[src/rtl/s84_pkg.sv]
// Shared types and widths for the s84 ALU and its request scheduler.
package s84_pkg;

    typedef enum logic [1:0] {
        IDLE,
        WAIT,
        RESP
    } state_t;

    localparam int A_W     = 8;
    localparam int B_W     = 4;
    localparam int Y_W     = 8;
    localparam int Z_W     = 4;
    localparam int FLOC_W  = 3;
    localparam int FTYPE_W = 2;

    localparam logic OP_SQM = 1'b0;
    localparam logic OP_CA2 = 1'b1;

endpackage

[src/rtl/s84_rr_arb.sv]
// Combinational round-robin pick: first asserted request after last_grant, wrapping modulo NREQ.
module s84_rr_arb
    import s84_pkg::*;
#(
    parameter int NREQ = 2
) (
    input  logic [NREQ-1:0] req,
    input  logic [1:0]      last_grant,
    output logic [1:0]      winner,
    output logic            any_req
);

    always_comb begin
        winner  = '0;
        any_req = 1'b0;
        for (int unsigned off = 1; off <= NREQ; off++) begin
            for (int unsigned j = 0; j < NREQ; j++) begin
                if (!any_req && req[j] && (j == (32'(last_grant) + off) % NREQ)) begin
                    winner  = j[1:0];
                    any_req = 1'b1;
                end
            end
        end
    end

endmodule

[src/rtl/s84_sched.sv]
// Time-shares one combinational s84 ALU between NREQ requesters: round-robin accept,
// hold operands for SETTLE cycles, capture C/Y/Z and hand them back with valid/ready.
module s84_sched
    import s84_pkg::*;
#(
    parameter int NREQ   = 2,
    parameter int SETTLE = 1
) (
    input  logic                      clk,
    input  logic                      reset,
    input  logic [NREQ-1:0]           req_valid,
    output logic [NREQ-1:0]           req_ready,
    input  logic [NREQ*A_W-1:0]       req_a,
    input  logic [NREQ*B_W-1:0]       req_b,
    input  logic [NREQ-1:0]           req_op,
    input  logic [NREQ*FLOC_W-1:0]    req_f_loc,
    input  logic [NREQ*FTYPE_W-1:0]   req_f_type,
    output logic [NREQ-1:0]           rsp_valid,
    input  logic [NREQ-1:0]           rsp_ready,
    output logic [A_W-1:0]            rsp_c,
    output logic [Y_W-1:0]            rsp_y,
    output logic [Z_W-1:0]            rsp_z,
    output logic [A_W-1:0]            alu_a,
    output logic [B_W-1:0]            alu_b,
    output logic                      alu_op,
    output logic [FLOC_W-1:0]         alu_f_loc,
    output logic [FTYPE_W-1:0]        alu_f_type,
    input  logic [A_W-1:0]            alu_c,
    input  logic [Y_W-1:0]            alu_y,
    input  logic [Z_W-1:0]            alu_z,
    output logic                      busy,
    output logic [1:0]                grant_id,
    output logic [15:0]               ops_done
);

    state_t state, state_nxt;

    logic [2:0]         cnt;
    logic [1:0]         last_grant;
    logic [1:0]         winner;
    logic               any_req;
    logic               accept, capture, done;
    logic [15:0]        ops_cnt;
    logic [NREQ-1:0]    win_oh, grant_oh;

    logic [A_W-1:0]     sel_a;
    logic [B_W-1:0]     sel_b;
    logic               sel_op;
    logic [FLOC_W-1:0]  sel_f_loc;
    logic [FTYPE_W-1:0] sel_f_type;

    s84_rr_arb #(.NREQ(NREQ)) u_arb (
        .req        (req_valid),
        .last_grant (last_grant),
        .winner     (winner),
        .any_req    (any_req)
    );

    always_comb begin
        win_oh     = '0;
        grant_oh   = '0;
        sel_a      = '0;
        sel_b      = '0;
        sel_op     = OP_SQM;
        sel_f_loc  = '0;
        sel_f_type = '0;
        for (int unsigned i = 0; i < NREQ; i++) begin
            win_oh[i]   = (2'(i) == winner);
            grant_oh[i] = (2'(i) == grant_id);
            if (2'(i) == winner) begin
                sel_a      = req_a[A_W*i +: A_W];
                sel_b      = req_b[B_W*i +: B_W];
                sel_op     = req_op[i];
                sel_f_loc  = req_f_loc[FLOC_W*i +: FLOC_W];
                sel_f_type = req_f_type[FTYPE_W*i +: FTYPE_W];
            end
        end
    end

    // Handshake strobes are masked while reset is high so a discarded op can never be seen.
    always_comb begin
        state_nxt = state;
        accept    = 1'b0;
        capture   = 1'b0;
        done      = 1'b0;
        req_ready = '0;
        rsp_valid = '0;
        if (!reset) begin
            unique case (state)
                IDLE: begin
                    if (any_req) begin
                        accept    = 1'b1;
                        req_ready = win_oh;
                        state_nxt = WAIT;
                    end
                end
                WAIT: begin
                    if (cnt == '0) begin
                        capture   = 1'b1;
                        state_nxt = RESP;
                    end
                end
                RESP: begin
                    rsp_valid = grant_oh;
                    if (|(rsp_ready & grant_oh)) begin
                        done      = 1'b1;
                        state_nxt = IDLE;
                    end
                end
                default: state_nxt = IDLE;
            endcase
        end
    end

    always_ff @(posedge clk) begin
        if (reset) state <= IDLE;
        else       state <= state_nxt;
    end

    always_ff @(posedge clk) begin
        if (reset) begin
            cnt        <= '0;
            last_grant <= 2'(NREQ - 1);
            grant_id   <= '0;
            alu_a      <= '0;
            alu_b      <= '0;
            alu_op     <= OP_SQM;
            alu_f_loc  <= '0;
            alu_f_type <= '0;
            rsp_c      <= '0;
            rsp_y      <= '0;
            rsp_z      <= '0;
            ops_cnt    <= '0;
        end else begin
            if (accept) begin
                alu_a      <= sel_a;
                alu_b      <= sel_b;
                alu_op     <= sel_op;
                alu_f_loc  <= sel_f_loc;
                alu_f_type <= sel_f_type;
                last_grant <= winner;
                grant_id   <= winner;
                cnt        <= 3'(SETTLE - 1);
            end else if (state == WAIT && cnt != '0) begin
                cnt <= cnt - 3'd1;
            end
            if (capture) begin
                rsp_c <= alu_c;
                rsp_y <= alu_y;
                rsp_z <= alu_z;
            end
            if (done) ops_cnt <= ops_cnt + 16'd1;
        end
    end

    assign busy     = (state != IDLE);
    assign ops_done = ops_cnt;

endmodule

[config.mk]
export PLATFORM = sky130hd
export DESIGN_NAME = s84_sched
export DESIGN_NICKNAME = d
export VERILOG_FILES = /design/src/rtl/s84_pkg.sv /design/src/rtl/s84_rr_arb.sv /design/src/rtl/s84_sched.sv
export SDC_FILE = /design/constraint.sdc
export NUM_CORES = 1
export LEC_CHECK = 0
export CAP_MARGIN = 20
export CORE_UTILIZATION = 33
export DETAILED_ROUTE_END_ITERATION = 12
export GPL_TIMING_DRIVEN = 0
export PLACE_DENSITY = 0.67
export SKIP_LAST_GASP = 1
export SLEW_MARGIN = 20
export SYNTH_ARGS = -nofsm -noshare
export SYNTH_HDL_FRONTEND = slang
export SYNTH_SLANG_ARGS = --single-unit
[constraint.sdc]
create_clock -name clk -period 5.8 [get_ports clk]
set_clock_uncertainty 0.05 [all_clocks]
set_input_delay 1.74 -clock clk [delete_from_list [all_inputs] [get_ports clk]]
set_output_delay 1.74 -clock clk [all_outputs]
set_load 0.01 [all_outputs]
==> results.toml <==
[pwr]
leakage_nw = 1.47
power_per_cell_area_mw_per_mm2 = 259
vdd_drop_max_mv = 0.121

[clock_tree]
htree_levels = 3
cts_resized = 0
clock-sinks = 61
cts_buffers = 9
postCtsHoldBufs = 0
root_buffer = "clkbuf_8"
cts_tree = "done"
post_cts_buffers = 0
path_clk_slew_ns = 0.06
insertion_delay_ns = 0.32
clockBufferDepth = 2

[place]
gp_congestion = 0.790
place_ws_ns = 0.0311
dp_cells = 518
hpwl_um = 5120
io_buffers = 121

[route]
vias = 2538
drc = 0
finalWirelength_um = 6870
firstDrtPassIters = 4
ant_nets = 0
drtIter0Drc = 81
via_per_inst = 4.75
avgRoutedWirePerCell_um = 12.9

[synthesis]
synth_cell_type_count = 44
synth_cells = 298
synthFlopType = "dfxtp_1"
seq_area_frac_synth = 0.472
syn_area_per_cell_sq_um = 8.68
synth_edf_count = 0
synth_top_area_cell = "dfxtp_1"
syn_area_sq_mm = 0.00259
synth_nets = 363
yosys_warnings = 0
synthArstFlopShare = 0
ys_seq_elements = 61
synthTopCellsByArea = "dfxtp_1 (47%), mux2i_1 (7.0%), nand2_1 (6.7%)"
netlist.area_leader.share = 0.472

[final_layout]
area_growth_pct = 59.0
fill_cells = 680
num_antenna_cells = 0
drive_gt1_frac = 0.0690
utilization = 0.555
fin_cells = 534
nNetsFinal = 495

[setup_path]
cp.arrival_ns = 3.76
r2r_start = "state[1]"
end_kind = "primary output"
cp.required_ns = 4.01
r2r_end = "ops_done[15]"
critPathLaunch = "req_valid[1]"
crit_type = "input port to primary output"
crit_fanout = 10
reg2reg_depth = 6
rrSetupSlack_ns = 3.46
start_kind = "input port"

[worst_hold_path]
whs_endpoint = "rsp_y[5]"
whs_path_depth = 2
hold_start = "rsp_y[5]"
min_path_type = "flip-flop to flip-flop"

[timing]
finalHoldViolations = 0
worst_pin_slew_ns = 0.752
slew_headroom = 0.484
finalWorstSetupSlack_ns = 0.251
timing.final.crit_share = 0.957
clock.fmax_ghz = 0.180
tns_ns = 0
hold_ws_ns = 0.404
drv_slew = 0
setup_viol = 0
rsz0062_at_grt = "no"
min_period_ns = 5.55

[floorplanning]
die_h_um = 90.6
initial_core_util = 0.349
core_area_sq_mm = 0.00741
die_area_sq_mm = 0.00820
rows = 31
die_w_um = 90.6
io_pins = 123

[global_routing]
track_usage = 0.170
antenna_found_initial = 0
grt.overflow.total = 0
grt_pass1_vias = 2450
grt_pass1_wl_um = 11300
grt_max_degree = 11

[job]
drv_cap = 0

[run_status]
outcome = "completed"
-- worst max-delay path, cell delays in order --
cell and delay, ns:
clkdlybuf4s50_1 0.47, a21boi_0 0.28, clkbuf_2 0.33, buf_2 0.34, nor3_1 0.10, clkdlybuf4s50_1 0.49
-- cell usage after synthesis, types with 2 or more instances --
cell type / number
nor2_1: 34
nand3_1: 5
and3_1: 2
nand2_1: 46
ha_1: 3
clkbuf_1: 13
or3_2: 3
a211oi_1: 16
nor3_1: 3
or2_2: 2
o31ai_1: 2
o21ai_0: 4
nor4_1: 4
nor3b_1: 2
nor2b_1: 2
and2_1: 4
inv_1: 3
dfxtp_1: 61
mux2i_1: 18
a21oi_1: 29
xnor2_1: 7
xor2_1: 3
buf_2: 3
or4_1: 3
nand4_1: 7
-- stage by stage --
step	instance area, sq um	power (mW)
final	4120	1.06
after global routing	4120	1.12
after CTS	4110	1.08
after detailed placement	3920	0.711
after global placement	3920	0.708
after floorplan	2590	0.581
-- state kept, by name, indices dropped and copies added (netlist names) --
register    flops
grant_id        1
cnt             3
alu_op          1
ops_done       16
rsp_y           8
state           2
last_grant      1
rsp_c           8
alu_b           4
alu_f_loc       3
alu_a           8
rsp_z           4
alu_f_type      2
-- cells by family (layout without fill, tap and decap cells) --
| kind of cell | count (synthesis) | after routing | synth area share |
|---|---|---|---|
| compound gates | 58 | 58 | 0.138 |
| xor+xnor | 10 | 10 | 0.0339 |
| fa+ha+maj | 3 | 3 | 0.0145 |
| buf+inv | 23 | 160 | 0.0411 |
| flops | 61 | 61 | 0.472 |
| mux | 19 | 19 | 0.0740 |
| other cells | 1 | 1 | 0.00145 |
| simple gates | 123 | 123 | 0.225 |
-- placed cells by master, fill, tap and decap left out, drive strengths merged, types with 2 or more instances in the layout --
| cell | netlist | routed |
|---|---|---|
| clkdlybuf4s50 | 0 | 121 |
| dfxtp | 61 | 61 |
| nand2 | 46 | 46 |
| nor2 | 34 | 34 |
| a21oi | 29 | 29 |
| clkbuf | 13 | 24 |
| mux2i | 18 | 18 |
| a211oi | 16 | 16 |
| xnor2 | 7 | 7 |
| nand4 | 7 | 7 |
| buf | 6 | 6 |
| nand3 | 5 | 5 |
| and2 | 4 | 4 |
| o21ai | 4 | 4 |
| nor4 | 4 | 4 |
| clkinv | 0 | 4 |
| inv | 3 | 3 |
| nor3 | 3 | 3 |
| or4 | 3 | 3 |
| or3 | 3 | 3 |
| xor2 | 3 | 3 |
| ha | 3 | 3 |
| or2 | 2 | 2 |
| nor3b | 2 | 2 |
| nor2b | 2 | 2 |
| and3 | 2 | 2 |
| o31ai | 2 | 2 |
-- routing by layer --
metal,up-vias,GRT usage,share of wire
li1,1294,-,-
met2,104,0.266,0.44
met5,-,0,0
met1,1131,0.217,0.47
met4,0,0.0685,0.0099
met3,9,0.0530,0.079
-- power by group --
group	switching, mW	internal, mW
sequential	0.0180	0.451
combinational	0.104	0.127
clock	0.157	0.207
-- worst max-delay path by stage --
stage | cells after the start | endpoint | slack, ns
after floorplan | 4 | req_ready[0] | 1.18
after global placement | 6 | req_ready[0] | 0.03
after detailed placement | 6 | req_ready[0] | 0.03
after CTS | 6 | req_ready[0] | 0.02
after global routing | 6 | req_ready[0] | 0.16
final | 6 | req_ready[0] | 0.25
-- layout make-up --
class | count | area (sq um) | area share
tap | 99 | 124 | 0.0301
sequential | 61 | 1220 | 0.297
clock buffer | 11 | 141 | 0.0344
timing repair buffer | 121 | 1210 | 0.294
inverter | 3 | 11.3 | 0.00274
multi-input combinational | 214 | 1260 | 0.306
buffer | 20 | 96.3 | 0.0234
clock inverter | 5 | 50.0 | 0.0122
(Power assumes the default switching activity.)
